### config.mk
export PLATFORM = sky130hd
export DESIGN_NAME = fft_chan_sched
export DESIGN_NICKNAME = d
export VERILOG_FILES = /design/src/rtl/fft_chan_sched.sv
export SDC_FILE = /design/constraint.sdc
export NUM_CORES = 1
export LEC_CHECK = 0
export ABC_AREA = 1
export CAP_MARGIN = 10
export CORE_MARGIN = 4
export CORE_UTILIZATION = 49
export CTS_BUF_LIST = sky130_fd_sc_hd__clkbuf_2 sky130_fd_sc_hd__clkbuf_4 sky130_fd_sc_hd__clkbuf_8
export DETAILED_ROUTE_END_ITERATION = 7
export GPL_TIMING_DRIVEN = 0
export PLACE_DENSITY = 0.83
export SLEW_MARGIN = 30
export SYNTH_ARGS = -nofsm -noshare
export SYNTH_HDL_FRONTEND = slang
export SYNTH_SLANG_ARGS = --single-unit
### constraint.sdc
create_clock -name clk -period 1.85 [get_ports clk]
set_clock_uncertainty 0.05 [all_clocks]
set_input_delay 0.185 -clock clk [delete_from_list [all_inputs] [get_ports clk]]
set_output_delay 0.185 -clock clk [all_outputs]
set_load 0.01 [all_outputs]
### src/rtl/fft_chan_sched.sv
// Round-robin frame scheduler that shares one FFT core between NCH channels:
// streams a granted channel's frame into the FFT and forwards tagged output bins.
module fft_chan_sched #(
   parameter int NCH  = 4,
   parameter int CHW  = 2,
   parameter int N    = 256,
   parameter int LOGN = 8,
   parameter int DW   = 16,
   parameter int TMO  = 2047
) (
   input  logic            clk,
   input  logic            rst_n,
   input  logic [NCH-1:0]  frm_req,
   output logic [NCH-1:0]  frm_ack,
   output logic            rd_en,
   output logic [CHW-1:0]  rd_ch,
   output logic [LOGN-1:0] rd_addr,
   input  logic [DW-1:0]   rd_data,
   output logic [DW-1:0]   fft_x_re,
   output logic            fft_x_valid,
   input  logic [DW-1:0]   fft_y_re,
   input  logic [DW-1:0]   fft_y_im,
   input  logic            fft_y_valid,
   input  logic            fft_y_last,
   output logic [DW-1:0]   bin_re,
   output logic [DW-1:0]   bin_im,
   output logic [LOGN-1:0] bin_idx,
   output logic [CHW-1:0]  bin_ch,
   output logic            bin_valid,
   output logic            bin_last,
   output logic            sweep_done,
   output logic            err_tmo,
   output logic            busy
);

   typedef enum logic [1:0] {
      S_IDLE = 2'd0,
      S_LOAD = 2'd1,
      S_WAIT = 2'd2
   } state_t;

   localparam int          RCW    = LOGN + 1;
   localparam int unsigned NCH_U  = NCH;
   localparam logic [RCW-1:0] RD_END = RCW'(N);
   localparam logic [11:0]    WD_END = 12'(TMO);
   localparam logic [NCH-1:0] ALL_DONE = '1;

   state_t          r_state;
   state_t          w_state_nxt;
   logic [CHW-1:0]  r_cur_ch;
   logic [CHW-1:0]  r_ptr;
   logic [CHW-1:0]  w_grant_ch;
   logic [CHW-1:0]  w_cand;
   logic            w_grant_vld;
   logic [RCW-1:0]  r_rd_cnt;
   logic            r_x_valid;
   logic [11:0]     r_wd_cnt;
   logic [LOGN-1:0] r_idx_cnt;
   logic [NCH-1:0]  r_done_mask;
   logic [NCH-1:0]  w_done_nxt;
   logic [NCH-1:0]  w_ch_onehot;
   logic            w_load_end;
   logic            w_y_take;
   logic            w_y_end;
   logic            w_wd_exp;
   logic            r_bin_valid;
   logic            r_bin_last;
   logic            r_sweep;
   logic [DW-1:0]   r_bin_re;
   logic [DW-1:0]   r_bin_im;
   logic [LOGN-1:0] r_bin_idx;
   logic [CHW-1:0]  r_bin_ch;

   // First requester strictly after the last grant, wrapping at NCH.
   always_comb begin
      w_grant_vld = 1'b0;
      w_grant_ch  = '0;
      w_cand      = '0;
      for (int unsigned i = 1; i <= NCH_U; i++) begin
         w_cand = CHW'((32'(r_ptr) + i) % NCH_U);
         if (!w_grant_vld && frm_req[w_cand]) begin
            w_grant_vld = 1'b1;
            w_grant_ch  = w_cand;
         end
      end
   end

   assign w_ch_onehot = {{(NCH-1){1'b0}}, 1'b1} << r_cur_ch;
   assign w_done_nxt  = r_done_mask | w_ch_onehot;
   assign w_load_end  = (r_state == S_LOAD) && (r_rd_cnt == RD_END);
   assign w_y_take    = (r_state == S_WAIT) && fft_y_valid;
   assign w_y_end     = w_y_take && fft_y_last;
   assign w_wd_exp    = (r_state == S_WAIT) && (r_wd_cnt == WD_END) && !w_y_end;

   always_ff @(posedge clk or negedge rst_n) begin
      if (!rst_n) r_state <= S_IDLE;
      else        r_state <= w_state_nxt;
   end

   always_comb begin
      w_state_nxt = r_state;
      unique case (r_state)
         S_IDLE:  if (w_grant_vld) w_state_nxt = S_LOAD;
         S_LOAD:  if (w_load_end) w_state_nxt = S_WAIT;
         S_WAIT:  if (w_y_end || w_wd_exp) w_state_nxt = S_IDLE;
         default: w_state_nxt = S_IDLE;
      endcase
   end

   // LOAD spans N read cycles plus the cycle that presents the last sample.
   always_comb begin
      rd_en   = 1'b0;
      frm_ack = '0;
      err_tmo = 1'b0;
      busy    = 1'b0;
      unique case (r_state)
         S_IDLE: busy = 1'b0;
         S_LOAD: begin
            busy  = 1'b1;
            rd_en = !r_rd_cnt[LOGN];
            if (w_load_end) frm_ack = w_ch_onehot;
         end
         S_WAIT: begin
            busy    = 1'b1;
            err_tmo = w_wd_exp;
         end
         default: busy = 1'b0;
      endcase
   end

   assign rd_ch       = rd_en ? r_cur_ch : '0;
   assign rd_addr     = rd_en ? r_rd_cnt[LOGN-1:0] : '0;
   assign fft_x_valid = r_x_valid;
   assign fft_x_re    = r_x_valid ? rd_data : '0;

   always_ff @(posedge clk or negedge rst_n) begin
      if (!rst_n) begin
         r_cur_ch  <= '0;
         r_ptr     <= CHW'(NCH - 1);
         r_rd_cnt  <= '0;
         r_x_valid <= 1'b0;
         r_wd_cnt  <= '0;
         r_idx_cnt <= '0;
      end else begin
         r_x_valid <= rd_en;
         unique case (r_state)
            S_IDLE: begin
               if (w_grant_vld) begin
                  r_cur_ch  <= w_grant_ch;
                  r_ptr     <= w_grant_ch;
                  r_rd_cnt  <= '0;
                  r_idx_cnt <= '0;
               end
            end
            S_LOAD: begin
               if (w_load_end) r_wd_cnt <= '0;
               else            r_rd_cnt <= r_rd_cnt + RCW'(1);
            end
            S_WAIT: begin
               r_wd_cnt <= r_wd_cnt + 12'(1);
               if (fft_y_valid) r_idx_cnt <= r_idx_cnt + LOGN'(1);
            end
            default: r_rd_cnt <= '0;
         endcase
      end
   end

   // Bins are re-timed one cycle; sweep_done lands with the completing bin_last.
   always_ff @(posedge clk or negedge rst_n) begin
      if (!rst_n) begin
         r_bin_valid <= 1'b0;
         r_bin_last  <= 1'b0;
         r_sweep     <= 1'b0;
         r_bin_re    <= '0;
         r_bin_im    <= '0;
         r_bin_idx   <= '0;
         r_bin_ch    <= '0;
         r_done_mask <= '0;
      end else begin
         r_bin_valid <= w_y_take;
         r_bin_last  <= w_y_end;
         r_sweep     <= w_y_end && (w_done_nxt == ALL_DONE);
         if (w_y_take) begin
            r_bin_re  <= fft_y_re;
            r_bin_im  <= fft_y_im;
            r_bin_idx <= r_idx_cnt;
            r_bin_ch  <= r_cur_ch;
         end
         if (w_y_end) r_done_mask <= (w_done_nxt == ALL_DONE) ? '0 : w_done_nxt;
      end
   end

   assign bin_valid  = r_bin_valid;
   assign bin_last   = r_bin_last;
   assign bin_re     = r_bin_re;
   assign bin_im     = r_bin_im;
   assign bin_idx    = r_bin_idx;
   assign bin_ch     = r_bin_ch;
   assign sweep_done = r_sweep;

endmodule

# Yosys cells after proc, flatten, opt, wreduce, memory -nomap -nowiden
# Index checks and enable logic that the tools add are counted.
# classes
eq_ne	10
shift	1
n_reduce_logical	24
n_addsub	7
n_lt_le_gt_ge	4
bitwise	2
mux	37
# ops
cell	n
9-bit one-hot mux with 3 select lines	1
8-bit two-way mux	3
12-bit one-hot mux with 2 select lines	1
9-bit two-way mux	2
16-bit two-way mux	1
2-bit two-way mux	8
8-bit one-hot mux with 2 select lines	1
12-bit by 1-bit adder with 12-bit output (second input constant)	1
12-bit by 11-bit equality test with 1-bit output (second input constant)	1
2-bit by 3-bit < comparator with 1-bit output (second input constant)	4
12-bit two-way mux	1
4-bit two-way mux	3
1-bit two-way mux	11
9-bit by 1-bit adder with 9-bit output (second input constant)	1
9-bit equality test (second input constant)	1
1-bit logical AND	9
3-bit AND reduction	3
8-bit by 1-bit adder with 8-bit output (second input constant)	1
1-bit binary-select mux with 2-bit select	4
2-bit inequality test (second input constant)	4
2-bit one-hot mux with 3 select lines	1
1-bit zero test	5
2-bit by 1-bit adder with 2-bit output (second input constant)	2
2-bit adder (second input constant)	2
12 further kinds	14
# totals
output_inout_bits	79
ff_bits	85
word_cells	100
in_bits	56

# Logic depth before layout (Yosys ltp)
# Gate-level depths: netlist of run 1.
# depth
word_depth	15
depth_mapped	12
mapped_depth_nobuf	11

# Worst setup path before layout of run 1
# Ideal clock, no wire load.
# synth_timing
path_kind	flip-flop to output port
startpoint	register r_state[1]
endpoint	output rd_addr[0]
path_buffers	1
t_arrival_ps	1662
setup_slack_ps	-47
path_stages_with_launch	8
t_required_ps	1615
cell_sequence	dfrtp_1 > inv_1 > ha_1 > inv_1 > clkbuf_1 > nor2_1 > clkinv_1 > nor2_1
# synth_via
elab_chain_cells	3
# synth_lines
element	line_no	source
from (decl)	48	state_t r_state;
from (signal assigned)	97	else r_state <= w_state_nxt;
2-bit by 1-bit equality test with 1-bit output	116	unique case (r_state)
1-bit two-way mux	116	
named net rd_en	15	output logic rd_en,
8-bit two-way mux	132	assign rd_addr = rd_en ? r_rd_cnt[LOGN-1:0] : '0;
to (decl)	17	output logic [LOGN-1:0] rd_addr,
# The timed path passes the listed nets, and every way through them passes these cells.

# Final worst setup path of run 1
# layout_timing
startpoint	register r_state[1]
endpoint	output rd_addr[2]
# layout_via
elab_chain_cells	3
# layout_lines
element	line_no
2-bit by 1-bit equality test with 1-bit output	116
1-bit two-way mux	116
8-bit two-way mux	132
# Every way passes these cells.

==> out/qor.yml, run 1 <==
status: "finished, violations left"
violations: "setup timing"
p_total_w: 0.00935
nNetsFinal: 845
dieHeight_um: 103
start_kind: "flip-flop"
endpoint: "rd_addr[2]"
use_met3_pct: 4.94
cp_max_fo: 5
leakagePower_nw: 3.38
ant_nets: 0
initial_core_util_pct: 50.6
h-tree-depth: 3
crit_arrival_ns: 1.73
cts_buffer_depth: 2
synth_nets: 664
cts_buffers: 9
post-route-util_pct: 77.9
grt_pass1_wl_mm: 20.5
reg2reg_from: "r_state[1]"
post_drt_wl_per_cell_um: 16.6
antenna_cells: 0
post-place-ws_ns: -0.776
rsz0062_at_grt: "true"
fin_crit_ns: 1.97
grt.met2_usage_pct: 43.4
dieArea_um2: 10600
p_per_area_nw_per_um2: 1380
multiInputGateArea_um2: 2310
synth_top_area_share_pct: 47.1
seq_area_um2: 2130
ys_types: 32
path_cells: "inv_2 > ha_4 > inv_4 > nor2_4 > clkinv_4 > nor2_1 > buf_2"
grt_max_degree: 59
hold_path_class: "in2async"
grt_pass1_vias: 4380
via_per_inst: 5.47
worstMarginPinSlew_ns: 0.566
clkTransAtPathRegs_ns: 0.09
final_area_um2: 6790
vias: 4893
ff2ff_path_depth: 6
cts-root-buf: "clkbuf_8"
coreArea_um2: 8720
drive_gt1_share_pct: 21.3
regToRegSetupSlack_ns: -0.11
hold_viol_final: 0
ir_drop_mv: 0.795
setup_ws_ns: -0.117
synth.yosys.seq_area_share_pct: 48.3
period_share_pct: 106
netlist_instances: 601
die_w_um: 103
maxSlewHeadroom_pct: 62.2
place.gp.congestion: 0.923
crit_path_end_kind: "output port"
synth.top_cells.by_area: "dfrtp_1, nand2_1, nand3_1"
antenna_found_initial: 0
postSynthAreaPerCell_um2: 7.34
drt-total-wl_mm: 14.8
dp_hpwl_mm: 8.91
io_pins: 135
drcViolationCount: 0
rows: 34
dpl_cell_area_um2: 5920
cts_tree: "done"
crit-reg2reg-capture: "r_rd_cnt[2]"
cts.sinks: 85
grtUsageMet1_pct: 30.6
critPathLaunch: "r_state[1]"
syn_to_final_growth_pct: 53.9
yosys_warnings: 0
critPathMaxStageDelay_ns: 0.43
drt_iter0_markers: 423
io_buffers: 134
fmax_ghz: 0.508
synthesis.area_um2: 4410
grt-busiest-layer: "met2"
cpMaxStageDelayCell: "dfrtp_1"
ys_seq_elements: 85
first_pass_iters: 5
drv_slew: 0
required_ns: 1.62
cap_viol_max_count: 0
setup_violations: 35
fill_cells: 568
gr-usage-all-layers_pct: 24.8
overflow: 0
clkLatencyLatePin_ns: 0.38
tns_ns: -2.76
critPathKind: "reg2out"
yosys.area.top_type: "dfrtp_1"
[cell type report]
cell class                      count  share of cell area [%]
Multi-Input combinational cell    436                    34.0
Sequential cell                    85                    31.4
Timing Repair Buffer              171                    24.2
Inverter                           62                    3.76
Clock buffer                       10                    2.03
Tap cell                          108                    1.99
Buffer                             16                    1.73
Clock inverter                      6                   0.774
Timing Repair inverter              1                   0.129
[flip-flops by register name, indices dropped and copies added, names as in the netlist]
| name | cells |
|---|---|
| bin_im | 16 |
| bin_re | 16 |
| r_wd_cnt | 12 |
| r_rd_cnt | 9 |
| bin_idx | 8 |
| r_idx_cnt | 8 |
| r_done_mask | 4 |
| bin_ch | 2 |
| r_cur_ch | 2 |
| r_ptr | 2 |
| r_state | 2 |
| bin_last | 1 |
| bin_valid | 1 |
| fft_x_valid | 1 |
| sweep_done | 1 |
[cells in the final DEF (no fill, tap or decap), types with 9 or more instances in the layout]
cell type / n
clkdlybuf4s50_1: 115
nand4_1: 10
buf_6: 15
nor2_4: 9
nor2_1: 31
o21ai_0: 16
nand2_1: 230
inv_1: 48
nand2_4: 11
buf_4: 30
nor3_1: 9
buf_2: 12
nand3_1: 45
nand2_2: 25
xor2_1: 10
clkbuf_8: 10
dfrtp_1: 80
[logic make-up after synthesis]
group | synth area share [%]
adders and majority gates | 1.99
AOI/OAI and AO/OA | 3.63
and+or+nand+nor | 36.7
buffers and inverters | 7.40
DFF | 48.3
xor gates and xnor gates | 1.99
[worst max-delay path: cells and delay by family, from the launching register on]
family | cells | cell delay (ns)
flip-flops | 1 | 0.43
buffers and inverters | 4 | 0.46
AND/OR/NAND/NOR | 2 | 0.31
adder cells (fa/ha/maj) | 1 | 0.16
[stage by stage]
stage	hold slack, ns	std cells
after floorplan	-0.161	601
after global placement	0.411	843
after detailed placement	0.0260	844
after CTS	0.188	880
after global routing	0.237	895
final	0.192	895
[report_power, final]
group / leakage (nW) / switching (W) / internal [W]
clock network: 0.0914 / 0.000784 / 0.000546
logic: 2.17 / 0.00292 / 0.00235
registers: 1.11 / 0.000369 / 0.00239
[how the worst min path moves through the flow]
| stage | startpoint | end | cells after the start |
|---|---|---|---|
| 6_report | rst_n | r_wd_cnt[9] | 2 |
| 5_1_grt | rst_n | bin_idx[1] | 2 |
| 4_1_cts | rst_n | bin_idx[1] | 2 |
| 3_5_place_dp | rst_n | r_wd_cnt[0] | 1 |
| 3_3_place_gp | bin_im[14] | bin_im[14] | 2 |
| 2_1_floorplan | rst_n | bin_ch[0] | 0 |
[what timing repair did]
action,4_1_cts,5_1_grt
gates resized for setup,117,84
setup endpoints to repair,79,65
hold endpoints to repair,83,0
hold buffers,1,0
pin swaps,10,23
setup buffers,20,14
gates cloned,1,3
[routing by layer]
| metal | share of wire, % | wire [µm] |
|---|---|---|
| met3 | 8.8 | 1310 |
| met1 | 36 | 5340 |
| met2 | 51 | 7570 |
| met5 | 0 | 0 |
| met4 | 4.2 | 619 |
[synthesized netlist by cell type]
cell,number
a21oi_1,5
a21oi_2,1
a31oi_1,1
buf_1,2
buf_2,4
buf_6,2
clkbuf_1,11
clkinv_1,2
dfrtp_1,83
dfstp_2,2
ha_1,7
inv_1,56
inv_2,3
inv_4,1
nand2_1,262
nand2_2,4
nand2_8,1
nand3_1,48
nand3b_1,1
nand4_1,10
nand4_2,1
nor2_1,43
nor2_4,1
nor3_1,13
nor3_2,1
nor3b_1,2
o21ai_0,16
o21ai_1,5
o21ai_2,1
o22ai_1,1
or2_2,1
xor2_1,10
No activity file was read; power rests on OpenSTA's default activity.
==> inputs of run 2 (changes only) <==
RECOVER_POWER = 100   (was default)
REMOVE_ABC_BUFFERS = 1   (was default)
==> run 2 against run 1 <==
The flow still finishes with violations (setup timing). Register-to-register slack lost 0.06 ns. Clock power is essentially flat. Highest routed layer unchanged. Critical endpoint is now frm_ack[0]. Power grew 4.1%.
==> out/qor.yml, run 2 (same netlist as run 1, synthesis figures left out) <==
final_cell_mix: "nand2_1, clkdlybuf4s50_1, dfrtp_1"
cp_num_buf_inv: 2  # -2
p_total_w: 0.00974  # +4.1%
drive_gt1_share_pct: 22.9  # +1.6 points
vias: 4850  # -0.88%
cts-root-buf: "clkbuf_8"
cp_max_fo: 4  # -1
fin_crit_ns: 2.08  # +0.116 ns
path_cells: "inv_2 > ha_1 > nand4_1 > nor2_4 > nand2_4 > nor3_2 > buf_2"
hold_path_class: "in2reg"
required_ns: 1.62  # about the same
place.gp.congestion: 0.932  # +0.94%
crit_path_end_kind: "output port"
syn_to_final_growth_pct: 55.4
fmax_ghz: 0.480  # -5.6%
violations: "setup timing"
coreArea_um2: 8720  # unchanged
leakagePower_nw: 3.40  # +0.56%
ir_drop_mv: 1.00  # +26%
cts_buffers: 9  # unchanged
rows: 34  # unchanged
post_drt_wl_per_cell_um: 16.6  # about the same
grt_pass1_vias: 4064  # -7.2%
via_per_inst: 5.43  # -0.66%
cap_viol_max_count: 0  # unchanged
grt_max_degree: 50  # -15%
whs_path_depth: 3
clkLatencyLatePin_ns: 0.37  # about the same
die_w_um: 103  # unchanged
worstMarginPinSlew_ns: 0.988  # +0.422 ns
rsz0062_at_grt: "true"
crit-reg2reg-capture: "r_wd_cnt[10]"
cp_top_family: "simple AND/OR/NAND/NOR gates"
gr-usage-all-layers_pct: 22.7  # -2.1 points
cpMaxStageDelayCell: "dfrtp_1"
cts.sinks: 85  # unchanged
maxSlewHeadroom_pct: 34.1  # -28 points
start_kind: "flip-flop"
drv_slew: 0  # unchanged
dp_hpwl_mm: 8.20  # -7.9%
critPathKind: "reg2out"
pwr-share-clk_pct: 13.9  # -0.3 points
p_per_area_nw_per_um2: 1420  # +3.1%
hold_end: "bin_im[1]"
cts_tree: "done"
dieArea_um2: 10600  # unchanged
antenna_found_initial: 0  # unchanged
final_area_um2: 6860  # +0.98%
dpl_cell_area_um2: 5850  # -1.2%
io_pins: 135  # unchanged
swShare_pct: 44.4  # +0.88 points
critPathMaxStageDelay_ns: 0.41  # -0.02 ns
crit_arrival_ns: 1.85  # +0.12 ns
min-delay-start: "fft_y_im[1]"
clkTransAtPathRegs_ns: 0.10  # about the same
cts_buffer_depth: 2  # unchanged
ff2ff_path_depth: 9  # +3
first_pass_iters: 5  # unchanged
dieHeight_um: 103  # unchanged
p_int_w: 0.00541  # +2.4%
reg2reg_from: "r_rd_cnt[1]"
setup_ws_ns: -0.234  # -0.116 ns
hold_viol_final: 0  # unchanged
period_share_pct: 113  # +6.3 points
mostFrequentLayoutCell: "nand2_1"
pwr-share-seq_pct: 28.5  # -1.0 points
drt-total-wl_mm: 14.8  # -0.30%
drcViolationCount: 0  # unchanged
setup_violations: 41  # +17%
initial_core_util_pct: 50.6  # unchanged
regToRegSetupSlack_ns: -0.17  # -0.06 ns
h-tree-depth: 3  # unchanged
io_buffers: 134  # unchanged
grt_pass1_wl_mm: 19.3  # -6.2%
ant_nets: 0  # unchanged
tns_ns: -4.18  # -1.42 ns
pwr-share-comb_pct: 57.6  # +1.3 points
overflow: 0  # unchanged
drt_iter0_markers: 306  # -28%
status: "finished, violations left"
nNetsFinal: 843  # -0.24%
switching_power_w: 0.00433  # +6.2%
antenna_cells: 0  # unchanged
run 2: worst max path at each step:
stage | start | endpoint | cells after the start
after floorplan | r_state[0] | r_done_mask[0] | 9
after global placement | r_state[0] | err_tmo | 8
after detailed placement | r_state[0] | err_tmo | 9
after CTS | r_state[1] | err_tmo | 8
after global routing | r_rd_cnt[0] | frm_ack[0] | 7
final | r_rd_cnt[1] | frm_ack[0] | 7
run 2: worst register-to-register path, cell delays in order, from the launching register on:
cell and delay (ns):
dfrtp_1 0.41, inv_2 0.07, ha_1 0.19, nand4_1 0.20
nor2_4 0.23, buf_4 0.19, o21ai_4 0.08, inv_1 0.24
nand3_1 0.14, o21ai_1 0.14
run 2: routing by layer:
layer,routed length (µm),track usage (%),vias to the layer above
met2,7400,37.8,302
li1,-,-,2243
met4,522,5.68,0
met3,1340,4.13,59
met1,5520,31.0,2246
met5,0,0,-
run 2: power by group through the flow:
stage	logic, W	clock network (W)	registers [W]
2_1_floorplan	0.00176	0	0.00295
3_3_place_gp	0.00349	0	0.00280
3_5_place_dp	0.00363	0	0.00283
4_1_cts	0.00431	0.00135	0.00278
5_1_grt	0.00597	0.00145	0.00283
6_report	0.00561	0.00135	0.00278
run 2: what timing repair did:
action / in CTS / in global routing
cloned: 3 / 2
pin swaps: 7 / 19
resized for setup: 110 / 87
buffers inserted: 21 / 25
endpoints found under the hold margin: 36 / 0
hold buffers: 1 / 0
setup endpoints to repair: 113 / 60
run 2: metrics by stage:
| step | worst slack (ns) | hold slack, ns | util (%) | std cells |
|---|---|---|---|---|
| 3_5_place_dp | -1.52 | 0.0658 | 67.1 | 826 |
| 4_1_cts | -0.185 | 0.251 | 73.2 | 867 |
| 3_3_place_gp | -2.42 | 0.412 | 66.5 | 824 |
| 6_report | -0.234 | 0.304 | 78.6 | 893 |
| 5_1_grt | -0.286 | 0.290 | 78.6 | 893 |
| 2_1_floorplan | -1.13 | -0.161 | - | 582 |
run 2: layout make-up:
| class | instances | area (µm²) |
|---|---|---|
| multi-input combinational | 438 | 2390 |
| sequential | 85 | 2130 |
| fill | 524 | 1860 |
| timing repair buffer | 183 | 1720 |
| inverter | 62 | 273 |
| tap | 108 | 135 |
| clock buffer | 9 | 124 |
| clock inverter | 7 | 76.3 |
| timing repair inverter | 1 | 6.26 |
==> inputs of run 3 (changes only) <==
TNS_END_PERCENT = 5   (was default)
==> run 3 against run 2 <==
The run still ends with setup timing left. Die area unchanged. Cell count decreased by 3.5%. Highest routed layer unchanged. Clock-buffer cell count unchanged. Clock power about the same. Power is 12% lower.
==> out/qor.yml, run 3 (same netlist as run 1, synthesis figures left out) <==
status: "finished, violations left"
violations: "setup timing"
critPathLaunch: "r_ptr[0]"
antenna_found_initial: 0  # unchanged
cp_top_family: "simple AND/OR/NAND/NOR gates"
dpl_cell_area_um2: 5850  # unchanged
ant_nets: 0  # unchanged
seq_area_um2: 2130  # unchanged
rsz0062_at_grt: "true"
dpl.cell_count: 826  # unchanged
cts_buffer_depth: 2  # unchanged
hold_viol_final: 0  # unchanged
first_pass_iters: 6  # +1
grt.met2_usage_pct: 37.3  # -0.44 points
instances_no_fill: 862  # -3.5%
final_cell_mix: "nand2_1, clkdlybuf4s50_1, dfrtp_1"
antenna_cells: 0  # unchanged
reg2reg_from: "r_ptr[0]"
io_pins: 135  # unchanged
cp_num_buf_inv: 2  # unchanged
ff2ff_path_depth: 10  # +1
ir_drop_mv: 1.03  # +2.7%
regToRegSetupSlack_ns: -0.10  # +0.07 ns
p_total_w: 0.00860  # -12%
vias: 4443  # -8.4%
grt_max_degree: 50  # unchanged
use_met3_pct: 3.72  # -0.41 points
crit-reg2reg-capture: "r_rd_cnt[1]"
syn_to_final_growth_pct: 46.2
final_area_um2: 6450  # -5.9%
dp_hpwl_mm: 8.20  # unchanged
overflow: 0  # unchanged
maxSlewHeadroom_pct: 37.7  # +3.6 points
dieArea_um2: 10600  # unchanged
gr-usage-all-layers_pct: 22.1  # -0.60 points
whs_path_depth: 3  # unchanged
drt_iter0_markers: 220  # -28%
fin_crit_ns: 1.95  # -0.134 ns
coreArea_um2: 8720  # unchanged
place.gp.congestion: 0.932  # unchanged
nNetsFinal: 812  # -3.7%
tns_ns: -2.05  # +2.13 ns
die_w_um: 103  # unchanged
grt_pass1_vias: 3981  # -2.0%
drt-total-wl_mm: 12.8  # -14%
critPathMaxStageDelay_ns: 0.63  # +0.22 ns
p_per_area_nw_per_um2: 1330  # -6.1%
rows: 34  # unchanged
post_drt_wl_per_cell_um: 14.8  # -11%
start_kind: "flip-flop"
cts_tree: "done"
cts-root-buf: "clkbuf_8"
drv_slew: 0  # unchanged
hold_path_class: "in2reg"
crit_cells: 10  # +3
path_cells: "inv_4 > nand2_1 > nand2_2 > nand2_2 > nand2_2 > nor2_4 > buf_4 > nand4_4 > nand3_1 > nand2_1"
cts.sinks: 85  # unchanged
via_per_inst: 5.15  # -5.1%
grt-busiest-layer: "met2"
setup_ws_ns: -0.100  # +0.134 ns
critPathKind: "reg2reg"
drcViolationCount: 0  # unchanged
cpMaxStageDelayCell: "dfstp_2"
clkTransAtPathRegs_ns: 0.10  # about the same
fill_cells: 596  # +14%
h-tree-depth: 3  # unchanged
dieHeight_um: 103  # unchanged
grt_pass1_wl_mm: 18.8  # -2.4%
required_ns: 2.05  # +0.43 ns
cap_viol_max_count: 0  # unchanged
endpoint: "r_rd_cnt[1]"
multiInputGateArea_um2: 2210  # -7.4%
io_buffers: 134  # unchanged
hold_ws_ns: 0.305  # +0.000786 ns
period_share_pct: 105  # -7.2 points
mostFrequentLayoutCell: "nand2_1"
setup_violations: 34  # -17%
cts_buffers: 9  # unchanged
crit_path_end_kind: "flip-flop"
grtUsageMet1_pct: 30.1  # -0.87 points
initial_core_util_pct: 50.6  # unchanged
clkLatencyLatePin_ns: 0.36  # about the same
crit_arrival_ns: 2.15  # +0.30 ns
leakagePower_nw: 3.44  # +1.1%
worstMarginPinSlew_ns: 0.934  # -0.0542 ns
cp_max_fo: 10  # +6
fmax_ghz: 0.513  # +6.9%
timing.critical_path.mode_cell: "nand2_2"
drive_gt1_share_pct: 14.7  # -8.2 points
[run 3: cell type report]
class | count | share of cell area (%)
Tap cell | 108 | 2.10
Multi-Input combinational cell | 437 | 34.3
Timing Repair inverter | 1 | 0.0776
Inverter | 62 | 4.31
Sequential cell | 85 | 33.1
Clock inverter | 7 | 1.18
Clock buffer | 9 | 1.92
Timing Repair Buffer | 153 | 23.0
[run 3: metrics by stage]
stage	worst slack (ns)	util [%]
6_report	-0.100	74.0
5_1_grt	-0.188	74.0
4_1_cts	-0.155	72.4
3_5_place_dp	-1.52	67.1
3_3_place_gp	-2.42	66.5
2_1_floorplan	-1.13	-
[run 3: worst min path at each step]
stage,startpoint,to,slack [ns]
2_1_floorplan,rst_n,bin_ch[0],-0.16
3_3_place_gp,bin_re[13],bin_re[13],0.41
3_5_place_dp,rst_n,bin_re[9],0.07
4_1_cts,rst_n,bin_re[9],0.25
5_1_grt,fft_y_im[1],bin_im[1],0.30
6_report,fft_y_im[1],bin_im[1],0.31
[run 3: tightest hold or removal path, stage by stage]
cell	delay, ns
clkdlybuf4s50_1	0.40
nand2_1	0.06
nand2_1	0.04
[run 3: per-layer routing]
metal | wire length [µm] | part of all wire, %
met4 | 178 | 1.4
met5 | 0 | 0
met2 | 6260 | 49
met1 | 5430 | 43
met3 | 900 | 7.0
[run 3: power by group]
part | total [W] | leakage [nW] | switching [W] | internal (W)
clock | 0.00133 | 0.103 | 0.000788 | 0.000540
sequential | 0.00282 | 1.11 | 0.000422 | 0.00239
combinational | 0.00446 | 2.22 | 0.00254 | 0.00192
[run 3: what timing repair did]
action                                 4_1_cts  5_1_grt
hold buffers                                 1        0
gates cloned                                 2        2
buffers inserted                            10        6
pin swaps                                    6        7
endpoints found under the hold margin       36        0
setup endpoints to repair                  113       64
gates resized for setup                    110       45
